==> src/rtl/riscv_fetch_pkg.sv <==
// riscv_fetch_pkg: shared widths, constants and entry type for the instruction fetch path
package riscv_fetch_pkg;
  localparam int XLEN = 32;
  localparam logic [XLEN-1:0] NOP_INSTR = 32'h0000_0013;
  localparam logic [XLEN-1:0] DEFAULT_RESET_PC = 32'h0000_0000;
  typedef struct packed {
    logic [XLEN-1:0] instr;
    logic [XLEN-1:0] pc;
  } fetch_entry_t;
endpackage

==> src/rtl/fetch_fifo.sv <==
// fetch_fifo: small FIFO of fetched {instr, pc} entries with synchronous flush
module fetch_fifo import riscv_fetch_pkg::*; #(
  parameter int DEPTH = 2,
  localparam int AW = $clog2(DEPTH)
) (
  input  logic         clk,
  input  logic         rst,
  input  logic         flush,
  input  logic         push,
  input  fetch_entry_t din,
  input  logic         pop,
  output fetch_entry_t dout,
  output logic         full,
  output logic         empty,
  output logic [AW:0]  count
);
  fetch_entry_t mem [DEPTH];
  logic [AW:0] wr_ptr, rd_ptr;
  assign empty = wr_ptr == rd_ptr;
  assign full = (wr_ptr[AW] != rd_ptr[AW]) && (wr_ptr[AW-1:0] == rd_ptr[AW-1:0]);
  assign count = wr_ptr - rd_ptr;
  assign dout = mem[rd_ptr[AW-1:0]];
  always_ff @(posedge clk) begin
    if (!rst || flush) begin
      wr_ptr <= '0;
      rd_ptr <= '0;
    end else begin
      if (push && !full) wr_ptr <= wr_ptr + (AW+1)'(1);
      if (pop && !empty) rd_ptr <= rd_ptr + (AW+1)'(1);
    end
  end
  always_ff @(posedge clk)
    if (push && !full) mem[wr_ptr[AW-1:0]] <= din;
endmodule

==> src/rtl/instr_fetch_unit.sv <==
// instr_fetch_unit: PC owner issuing 1-cycle imem reads, buffering words and streaming them
// to the core on valid/ready; a redirect flushes buffered and in-flight fetches.
module instr_fetch_unit #(
  parameter logic [31:0] RESET_PC  = riscv_fetch_pkg::DEFAULT_RESET_PC,
  parameter int          DEPTH     = 2,
  parameter logic [31:0] NOP_INSTR = riscv_fetch_pkg::NOP_INSTR
) (
  input  logic        i_clk,
  input  logic        rst,
  output logic        o_imem_req,
  output logic [31:0] o_imem_addr,
  input  logic [31:0] i_imem_rdata,
  input  logic        i_redirect,
  input  logic [31:0] i_redirect_pc,
  output logic        o_valid,
  input  logic        i_ready,
  output logic [31:0] o_instr,
  output logic [31:0] o_pc
);
  import riscv_fetch_pkg::*;
  localparam int AW = $clog2(DEPTH);
  logic [31:0] pc, issued_pc;
  logic inflight, pop, push, kill, full, empty;
  logic [AW:0] count;
  logic [AW+1:0] credit;
  fetch_entry_t head;
  assign pop = o_valid & i_ready;
  // a redirect in the response cycle discards the returning word
  assign kill = i_redirect;
  assign push = inflight & !kill & !full;
  assign credit = {1'b0, count} + (AW+2)'(inflight) - (AW+2)'(pop);
  assign o_imem_req = rst & !i_redirect & (credit < (AW+2)'(DEPTH));
  assign o_imem_addr = pc;
  assign o_valid = !empty;
  assign o_instr = o_valid ? head.instr : NOP_INSTR;
  assign o_pc = o_valid ? head.pc : '0;
  always_ff @(posedge i_clk) begin
    if (!rst) begin
      pc <= RESET_PC;
      inflight <= 1'b0;
    end else begin
      inflight <= o_imem_req;
      if (i_redirect) pc <= i_redirect_pc & ~32'h3;
      else if (o_imem_req) pc <= pc + 32'd4;
    end
  end
  always_ff @(posedge i_clk)
    if (o_imem_req) issued_pc <= pc;
  fetch_fifo #(.DEPTH(DEPTH)) u_fifo (
    .clk   (i_clk),
    .rst   (rst),
    .flush (i_redirect),
    .push  (push),
    .din   ('{instr: i_imem_rdata, pc: issued_pc}),
    .pop   (pop),
    .dout  (head),
    .full  (full),
    .empty (empty),
    .count (count)
  );
endmodule
==> config.mk <==
export PLATFORM = sky130hd
export DESIGN_NAME = instr_fetch_unit
export DESIGN_NICKNAME = d
export VERILOG_FILES = /design/src/rtl/riscv_fetch_pkg.sv /design/src/rtl/fetch_fifo.sv /design/src/rtl/instr_fetch_unit.sv
export SDC_FILE = /design/constraint.sdc
export NUM_CORES = 1
export LEC_CHECK = 0
export CAP_MARGIN = 20
export CORE_MARGIN = 4
export CORE_UTILIZATION = 40
export DETAILED_ROUTE_END_ITERATION = 10
export PLACE_DENSITY = 0.65
export SETUP_SLACK_MARGIN = 0.02
export SLEW_MARGIN = 5
export SYNTH_ARGS = -nofsm -noshare
export SYNTH_HDL_FRONTEND = slang
export SYNTH_SLANG_ARGS = --single-unit
==> constraint.sdc <==
create_clock -name i_clk -period 9.4 [get_ports i_clk]
set_input_delay 1.88 -clock i_clk [delete_from_list [all_inputs] [get_ports i_clk]]
set_output_delay 1.88 -clock i_clk [all_outputs]
set_load 0.05 [all_outputs]
Word level (Yosys, flattened, before mapping)
Memories as Yosys holds them, arrays and structs flattened. A register that Yosys moved wholly into a read port is not among the register bits.
Cells that the tools add are included.
{"block": "word_totals", "register_bits": 69, "mem_bits_rw": 128, "memories": 1}
{"memory": "u_fifo.mem", "words": 2, "width": 64, "read_ports": 1, "rd_ports_with_merged_regs": 1, "write_ports": 1, "line": "fetch_fifo.sv:17", "rtl": "fetch_entry_t mem [DEPTH];"}
{"block": "op_classes", "add_sub_neg": 6, "n_lt_le_gt_ge": 1, "n_eq_ne": 3, "muxes": 8, "n_bitwise": 6, "n_reduce_logical": 10}
{"operator": "$mux W32", "count": 4}
{"operator": "$add A32 B3 Y32 const B", "count": 1}
{"operator": "$and A1 B1 Y1", "count": 5}
{"operator": "$add A2 B1 Y2 const B", "count": 2}
{"operator": "$logic_not A1 Y1", "count": 4}
{"operator": "$mux W1", "count": 4}
{"operator": "$add A2 B1 Y3", "count": 1}
{"operator": "$logic_and A1 B1 Y1", "count": 3}
{"operator": "$lt A3 B2 Y1 const B", "count": 1}
{"operator": "$sub A3 B1 Y3", "count": 1}
{"operator": "$eq A2 B2 Y1", "count": 1}
{"operator": "$reduce_bool A2 Y1", "count": 1}
{"operator": "$reduce_or A2 Y1", "count": 1}
{"operator": "$sub A2 B2 Y2", "count": 1}
{"operator": "$eq A1 B1 Y1", "count": 1}
{"operator": "$logic_or A1 B1 Y1", "count": 1}
{"operator": "$ne A1 B1 Y1", "count": 1}
{"operator": "$not A1 Y1", "count": 1}

Logic depth before layout (Yosys ltp)
Gate-level depths: netlist (run 1).
{"block": "logic_depth", "ltp_word": 8, "mapped_depth": 14, "depth_no_buf": 12}

Cells and area by module
From an unflattened synthesis (run 1), not the netlist that was laid out.
{"block": "unflattened", "hier_cells": 578, "hier_area_um2": 8230.4}
{"mod": "fetch_fifo", "instances": 1, "cells_each": 239, "area_per_inst_um2": 4932.2, "seq_area_each_um2": 3943.8}
{"mod": "instr_fetch_unit", "instances": 1, "cells_each": 339, "area_per_inst_um2": 3298.2, "seq_area_each_um2": 1521.5}

Worst setup path after synthesis (run 1)
No wires, ideal clock.
{"block": "synth_timing", "path_kind": "input to output", "startpoint": "in i_ready", "endpoint": "out o_imem_req", "arrival_time_ns": 4.185, "required_ns": 7.520, "path_slack_ns": 3.335, "path_stages": 7, "n_path_buf": 0, "path_cell_list": "and2_1 > ha_1 > nand2b_1 > fa_1 > xor2_4 > nand2_2 > inv_1"}
{"block": "synth_between", "elab_chain_cells": 4}
{"element": "start: declaration", "line": "instr_fetch_unit.sv:16", "rtl": "input logic i_ready,"}
{"element": "$and A1 B1 Y1", "line": "instr_fetch_unit.sv:27", "rtl": "assign pop = o_valid & i_ready;"}
{"element": "$sub A3 B1 Y3", "line": "instr_fetch_unit.sv:31", "rtl": "assign credit = {1'b0, count} + (AW+2)'(inflight) - (AW+2)'(pop);"}
{"element": "$lt A3 B2 Y1", "line": "instr_fetch_unit.sv:32", "rtl": "assign o_imem_req = rst & !i_redirect & (credit < (AW+2)'(DEPTH));"}
{"element": "$and A1 B1 Y1", "line": "instr_fetch_unit.sv:32"}
{"element": "end: declaration", "line": "instr_fetch_unit.sv:10", "rtl": "output logic o_imem_req,"}
No other way between the ends.

Worst setup path after layout (run 1)
Ends and elaborated chain as after synthesis.

==> results.ini, run 1 <==
[drt]
vias=4931
dr.first_iter.drc_count=210
drtPass1Iterations=4
drc_errors=0
drt-total-wl_mm=16.4
wire_per_inst_um=17.1
via_per_inst=5.15
final_antenna_net_count=0

[placement]
io_buffers=159
dp_hpwl_mm=10.8
gp_congestion=0.838

[clocking]
clk_pin_slew_worst_paths_ps=60
cts_htree_levels=4
root_buffer=clkbuf_16
post_cts_resized=0
clk_latency_ps=410
cts_hold_buf=0
cts-buffers-inserted=17
cts.path.max_buffers=2
cts.sinks=190
post_cts_buffers=0
cts_tree=built

[layout]
areaGrowthSynthToFinish_pct=31.3
final_nets=783
final_common_cell=clkdlybuf4s50_1
diodes=0
drive_above_1_share_pct=6.08
most-common-layout-cells=clkdlybuf4s50_1, edfxtp_1, nor2_1

[power]
pwr-share-clk_pct=38.3
intPower_uw=1420
cellLeakagePower_uw=0.00329
combPwrFrac_pct=9.0
powerDensity_mw_per_mm2=181
swShare_pct=22.5
p_seq_share_pct=52.7
p_switching_uw=412
irDropWorstVdd_uv=119

[status]
status=finished, final reports clean

[sta]
fmax_mhz=135
holdWs_ps=445
post-route-min-period_ps=7390
finalSetupViolations=0
skew_ps=10.3
final_max_slew_viol_count=0
tns_ps=0
period_share_pct=78.7
finalHoldViolations=0
maxSlewHeadroom_pct=27.0
worstMarginPinSlew_ps=1090
grt_setup_unrepaired=false

[yosys]
netlist.area_leader.share_pct=60.3
synth-edff-count=154
ys_top_cells_by_area=edfxtp_1, dfxtp_1, mux2i_1, nor2_1, xor2_1
ys_ff_latch=190
synth_cells=555
ys_warn_count=0
avgSynthCellArea_sq_um=13.8
synth_area_leader_cell=edfxtp_1
ys.flop_type=edfxtp_1
synth_cell_type_count=49
ys_seq_area_share_pct=69.7
syn_area_sq_mm=0.00767
async_flop_share_pct=0

[floorplanning]
die_width_um=146
core_sq_mm=0.0188
start_util_pct=40.9
dieArea_sq_mm=0.0215
fp.dieH_um=146
num_rows=50
ios=166

[flow_run]
max_cap_violations=0

[grt]
grt_max_degree=64
grt_pass1_wl_mm=25.9
grt_pass1_vias=4982
grtUsageTotal_pct=15.3
grt.overflow.total=0
grt_antenna_before_repair=1

[critical_path]
worst-path-max-fanout=31
required_ps=7520
crit_arrival_ps=5510
reg2reg_slack_ps=4800
critPathKind=input port to primary output
worstSetupEndpointType=primary output
r2r.worst_path.cells=13
start_kind=input port

[worst_hold_path]
holdPathStages=0
hp-class=flop to flop

[state kept, by name, summed over array words and instances (netlist names), named ones only]
name / flops
issued_pc: 30
u_fifo.mem: 124
inflight: 1
u_fifo.wr_ptr: 2
o_imem_addr: 30
u_fifo.rd_ptr: 2
[synth_stat cells (3+ instances only)]
master    count
a21oi_1      11
a31oi_1      11
and2_1       12
and3_1        6
and4_1        4
buf_4         4
clkbuf_1     23
dfxtp_1      36
edfxtp_1    154
ha_1          3
inv_1         9
mux2i_1      63
nand2_1      31
nand3_1      11
nand4_1      18
nor2_1       69
nor3_1        3
o211a_1       3
o211ai_1      3
o21a_1        5
o21ai_0      15
o22ai_1       3
o311ai_1      3
or3_1         6
or4_1         3
xnor2_1       3
xor2_1       14
[worst paths after layout]
| kind | start | endpoint |
|---|---|---|
| min reg2reg | issued_pc[28] | u_fifo.mem[0][28] |
| max reg2reg | u_fifo.wr_ptr[0] | o_imem_addr[24] |
| min | issued_pc[28] | u_fifo.mem[0][28] |
| max | i_ready | o_imem_req |
[metal layers]
metal  global-route usage, %  vias to the layer above  part of all wire, %
met5                       0                        -                0.067
met4                    5.36                        2                  1.7
met3                    3.88                       23                  5.8
met2                    26.3                      175                   50
met1                    18.7                     2354                   43
li1                        -                     2377                    -
[through the flow]
stage                     cells  worst slack (ps)  power, uW  util (%)  instance area [sq um]
after CTS                   958              1980       1850      53.7                  10100
after detailed placement    926              1990       1150      50.5                   9490
after global routing        958              1750       1900      53.7                  10100
final                       958              2010       1830      53.7                  10100
after floorplan             558              3330       1070         -                   7680
after global placement      926              2040       1140      50.5                   9490
[cells by family (layout without fill, tap and decap cells)]
logic type,after synthesis,count (layout),share of synthesized area [%]
DFF,190,190,69.7
and+or+nand+nor,171,171,10.8
AOI/OAI and AO/OA,65,65,5.56
muxes,64,64,8.37
buffers and inverters,41,207,2.23
xor gates and xnor gates,19,19,2.61
adders and majority gates,4,4,0.750
other,1,4,0.0489
[worst max-delay path, stage by stage]
cell	delay [ps]
clkdlybuf4s50_1	470
and2_1	180
ha_1	240
nand2b_1	160
fa_1	750
and2_1	300
nand2_2	160
inv_1	100
buf_4	370
clkdlybuf4s50_1	890
[power groups by stage]
stage	sequential [uW]	clock [uW]	combinational, uW
finish	964	701	164
global route	967	756	174
CTS	963	718	165
detailed placement	981	0	165
global placement	980	0	162
floorplan	1000	0	68.1
[cell type report]
type                    instances  area (sq um)
clock buffers                  23           512
clock inverters                 9          77.6
fillers                      1538          8690
inverters                      10          37.5
multi-input cells             327          2170
flip-flops and latches        190          5350
well taps                     234           293
repair buffers                165          1640
Power figures use the tool's default switching activity.
==> inputs of run 2 (changes only) <==
==> constraint.sdc (replaced) <==
create_clock -name i_clk -period 7.5 [get_ports i_clk]
set_input_delay 1.5 -clock i_clk [delete_from_list [all_inputs] [get_ports i_clk]]
set_output_delay 1.5 -clock i_clk [all_outputs]
set_load 0.05 [all_outputs]
==> run 2 against run 1 <==
Power grew 30%; register-to-register slack worse by 1900 ps; non-clock buffer count increased by 1; via count increased by 1.3%; die area stayed put; final cell count grew 0.10%; first-iteration DRC count increased by 31%; critical endpoint unchanged; combinational power increased by 26%; count of clock-buffer cells in the layout down 4; final area grew 0.83%; clock power rose by 38%.
==> results.ini, run 2 (synthesis results as in run 1) <==
[layout]
final_util_pct=54.1
final_common_cell=clkdlybuf4s50_1
diodes=0
fin_area_sq_mm=0.0102
areaGrowthSynthToFinish_pct=32.4
final_nets=784
drive_above_1_share_pct=6.48
largest_reg_flops=124
fillerInstances=1542
most-common-layout-cells=clkdlybuf4s50_1, edfxtp_1, nor2_1

[placement]
gp_congestion=0.852
dp_hpwl_mm=11.1
io_buffers=159
place_area_sq_mm=0.00949

[clocking]
cts_tree=built
root_buffer=clkbuf_16
clk_latency_ps=420
cts.sinks=190
post_cts_buffers=0
cts-buffers-inserted=17
clk_pin_slew_worst_paths_ps=70
cts.path.max_buffers=2
cts_htree_levels=4
cts_hold_buf=0
post_cts_resized=0

[critical_path]
worstSetupEndpointType=primary output
crit_arrival_ps=4940
start_kind=flop
worst-path-max-fanout=60
required_ps=6000
critPathKind=flop to primary output

[drt]
dr.first_iter.drc_count=275
drt-total-wl_mm=16.7
final_antenna_net_count=0
drc_errors=0
via_per_inst=5.21
wire_per_inst_um=17.4
drtPass1Iterations=4
vias=4994

[power]
cellLeakagePower_uw=0.00331
pwr-share-clk_pct=40.6
irDropWorstVdd_uv=152
swShare_pct=22.2
intPower_uw=1850
combPwrFrac_pct=8.7
p_switching_uw=527
p_seq_share_pct=50.7
powerDensity_mw_per_mm2=234

[sta]
worstMarginPinSlew_ps=881
holdWs_ps=443
skew_ps=9.31
period_share_pct=85.9
post-route-min-period_ps=6440
final_max_slew_viol_count=0
fmax_mhz=155
maxSlewHeadroom_pct=41.2
finalHoldViolations=0
tns_ps=0
finalSetupViolations=0
grt_setup_unrepaired=false

[floorplanning]
dieArea_sq_mm=0.0215
start_util_pct=40.9
ios=166
core_sq_mm=0.0188
die_width_um=146
num_rows=50
fp.dieH_um=146

[grt]
grt_pass1_vias=5137
grt_max_degree=64
grt_pass1_wl_mm=26.4
grt_antenna_before_repair=0
grtUsageTotal_pct=15.5
grt.overflow.total=0

[status]
status=finished, final reports clean

[worst_hold_path]
hp-class=flop to flop

[flow_run]
max_cap_violations=0

[run 2: cell types whose count changed in the layout (fill, tap and decap cells not counted)]
| cell | previous run | this run |
|---|---|---|
| buf_16 | 0 | 1 |
| clkinv_2 | 4 | 1 |
| clkinv_1 | 2 | 1 |
| clkinvlp_4 | 0 | 3 |
| clkinv_4 | 0 | 2 |
| clkbuf_1 | 3 | 2 |
| bufinv_16 | 1 | 5 |
| clkbuf_16 | 20 | 17 |
| inv_4 | 1 | 0 |
[run 2: power by group through the flow]
stage / sequential, uW / clock, uW / combinational [uW]
after floorplan: 1260 / 0 / 85.4
after global placement: 1230 / 0 / 203
after detailed placement: 1230 / 0 / 206
after CTS: 1210 / 989 / 207
after global routing: 1210 / 1040 / 219
final: 1210 / 967 / 206
[run 2: layout make-up]
type                    instances  area (sq um)  area share, %
flip-flops and latches        190          5350           52.6
repair buffers                166          1660           16.4
clock buffers                  19           433           4.26
well taps                     234           293           2.88
inverters                      10          37.5          0.369
multi-input cells             327          2170           21.4
clock inverters                13           213           2.09
[run 2: worst paths after layout]
kind | depth (start not counted) | to | slack, ps | start
max | 13 | o_imem_req | 1060 | u_fifo.wr_ptr[0]
min | 0 | u_fifo.mem[0][8] | 440 | issued_pc[8]
max reg2reg | 13 | o_imem_addr[24] | 2920 | u_fifo.wr_ptr[0]
min reg2reg | 0 | u_fifo.mem[0][8] | 440 | issued_pc[8]
[run 2: worst max-delay path, stage by stage, from the launching register on]
cell and delay (ps):
dfxtp_1 320, inv_1 60, ha_1 310, and2_2 140, buf_4 520, inv_1 280, and2_1 280, ha_1 280
nand2b_1 150, fa_1 760, and2_1 310, nand2_2 170, inv_1 130, clkdlybuf4s50_1 800
[run 2: layer usage]
layer  vias to the layer above  global-route usage [%]  routed length (um)
met2                       151                    26.5                8580
met3                        17                    3.20                 616
met4                         0                    6.21                 266
met5                         -                       0                   0
li1                       2377                       -                   -
met1                      2449                    19.2                7230
[run 2: metrics by stage]
| step | worst slack (ps) | instances | power [uW] |
|---|---|---|---|
| after global routing | 716 | 959 | 2460 |
| after detailed placement | 1290 | 926 | 1440 |
| after global placement | 1330 | 926 | 1430 |
| final | 1060 | 959 | 2380 |
| after floorplan | 2190 | 558 | 1340 |
| after CTS | 981 | 958 | 2400 |
==> inputs of run 3 (changes only) <==
--- a/config.mk
+++ b/config.mk
@@ -8,9 +8,11 @@
 export CAP_MARGIN = 20
 export CORE_MARGIN = 4
 export CORE_UTILIZATION = 40
+export CTS_BUF_LIST = sky130_fd_sc_hd__clkbuf_4 sky130_fd_sc_hd__clkbuf_8
 export DETAILED_ROUTE_END_ITERATION = 10
 export PLACE_DENSITY = 0.65
 export SETUP_SLACK_MARGIN = 0.02
+export SKIP_CTS_REPAIR_TIMING = 1
 export SLEW_MARGIN = 5
 export SYNTH_ARGS = -nofsm -noshare
 export SYNTH_HDL_FRONTEND = slang
==> run 3 against run 2 <==
Critical endpoint unchanged; first-iteration DRC count down 8.7%; via count down 0.68%; final cell count stayed put; count of clock-buffer cells in the layout did not move; flip-flop and latch count did not move; sequential share of layout area rose by 0.97 points; register-to-register slack hardly changed; setup slack got worse by 39 ps; sequential power is essentially flat; hold slack better by 5.2 ps.
==> results.ini, run 3 (synthesis results as in run 1) <==
[drt]
dr.first_iter.drc_count=251
vias=4960
drt-total-wl_mm=16.7
drc_errors=0
via_per_inst=5.17
wire_per_inst_um=17.4
final_antenna_net_count=0
drtPass1Iterations=4

[critical_path]
path_cells=inv_1 > ha_1 > and2_2 > buf_4 > inv_1 > and2_1 > ha_1 > nand2b_1 > fa_1 > and2_1 > nand2_2 > inv_1 > clkdlybuf4s50_1
worst_path_max_delay_cell=clkdlybuf4s50_1
critPathKind=flop to primary output
crit_arrival_ps=4980
required_ps=6000
critPathMaxStageDelay_ps=800
cp_num_buf_inv=5
crit_family=buffers and inverters
critPathMostFrequentCell=inv_1
worstSetupEndpointType=primary output
start_kind=flop
worst-path-max-fanout=60

[sta]
post-route-min-period_ps=6480
fmax_mhz=154
holdWs_ps=448
grt_setup_unrepaired=false
finalSetupViolations=0
finalHoldViolations=0
maxSlewHeadroom_pct=40.5
worstMarginPinSlew_ps=893
period_share_pct=86.4
tns_ps=0
final_max_slew_viol_count=0
skew_ps=6.92

[layout]
fin_area_sq_mm=0.00998
final_nets=784
diodes=0
drive_above_1_share_pct=6.76
most-common-layout-cells=clkdlybuf4s50_1, edfxtp_1, nor2_1
areaGrowthSynthToFinish_pct=30.0
largest_reg_flops=124
final_common_cell=clkdlybuf4s50_1

[floorplanning]
ios=166
num_rows=50
start_util_pct=40.9
die_width_um=146
fp.dieH_um=146
dieArea_sq_mm=0.0215
core_sq_mm=0.0188

[power]
powerDensity_mw_per_mm2=217
irDropWorstVdd_uv=115
swShare_pct=23.2
p_seq_share_pct=55.7
cellLeakagePower_uw=0.00323
pwr-share-clk_pct=34.8
intPower_uw=1660
combPwrFrac_pct=9.5
p_switching_uw=502

[grt]
grt_pass1_vias=5113
grt.overflow.total=0
grt_max_degree=64
grt_pass1_wl_mm=26.3
grtUsageMet1_pct=19.3
use_met3_pct=3.69
grt_antenna_before_repair=0
top_usage_layer=met2
grtUsageTotal_pct=15.5
grt.met2_usage_pct=26.5

[placement]
gp_congestion=0.852
dp_hpwl_mm=11.1
io_buffers=159
place_area_sq_mm=0.00949

[clocking]
cts_tree=built
clk_latency_ps=440
cts.sinks=190
cts_htree_levels=4
cts.path.max_buffers=2
clk_pin_slew_worst_paths_ps=90
cts-buffers-inserted=17
root_buffer=clkbuf_8

[status]
status=finished, final reports clean

[worst_hold_path]
hp-class=flop to flop

[flow_run]
max_cap_violations=0

[run 3: cell counts in the layout (fill, tap and decap cells not counted)]
Identical to the previous run, type by type.
[run 3: cell type report]
cell class | instances | area [sq um]
fillers | 1571 | 8790
flip-flops and latches | 190 | 5350
multi-input cells | 327 | 2170
repair buffers | 166 | 1660
well taps | 234 | 293
clock buffers | 19 | 249
clock inverters | 13 | 213
inverters | 10 | 37.5
[run 3: per-layer routing]
layer,vias up,wire (um),part of all wire [%]
li1,2380,-,-
met1,2399,7110,43
met2,167,8550,51
met3,14,802,4.8
met4,0,235,1.4
met5,-,0,0
[run 3: power groups by stage]
stage	registers, uW	logic, uW	clock network, uW
2_1_floorplan	1260	85.4	0
3_3_place_gp	1230	203	0
3_5_place_dp	1230	206	0
4_1_cts	1210	207	775
5_1_grt	1210	219	823
6_report	1210	206	753
[run 3: worst paths after layout]
| check | start | cells after the start | end | slack (ps) |
|---|---|---|---|---|
| hold / removal | issued_pc[8] | 0 | u_fifo.mem[0][8] | 450 |
| setup reg to reg | u_fifo.wr_ptr[0] | 13 | o_imem_addr[24] | 2910 |
| setup / recovery | u_fifo.wr_ptr[0] | 13 | o_imem_req | 1020 |
| hold reg to reg | issued_pc[8] | 0 | u_fifo.mem[0][8] | 450 |
[run 3: worst register-to-register path: cells and delay by family, from the launching register on]
family | cells | cell delay [ps]
adder cells (fa/ha/maj) | 3 | 1350
buffers and inverters | 3 | 870
AO/OA/AOI/OAI | 1 | 170
flip-flops | 1 | 330
AND/OR/NAND/NOR | 6 | 1810
[run 3: per-stage QoR]
stage / setup WS [ps] / std cells / total power [uW] / util [%]
6_report: 1020 / 959 / 2160 / 53.2
5_1_grt: 664 / 959 / 2250 / 53.2
4_1_cts: 925 / 958 / 2190 / 53.0
3_5_place_dp: 1290 / 926 / 1440 / 50.5
3_3_place_gp: 1330 / 926 / 1430 / 50.5
2_1_floorplan: 2190 / 558 / 1340 / -
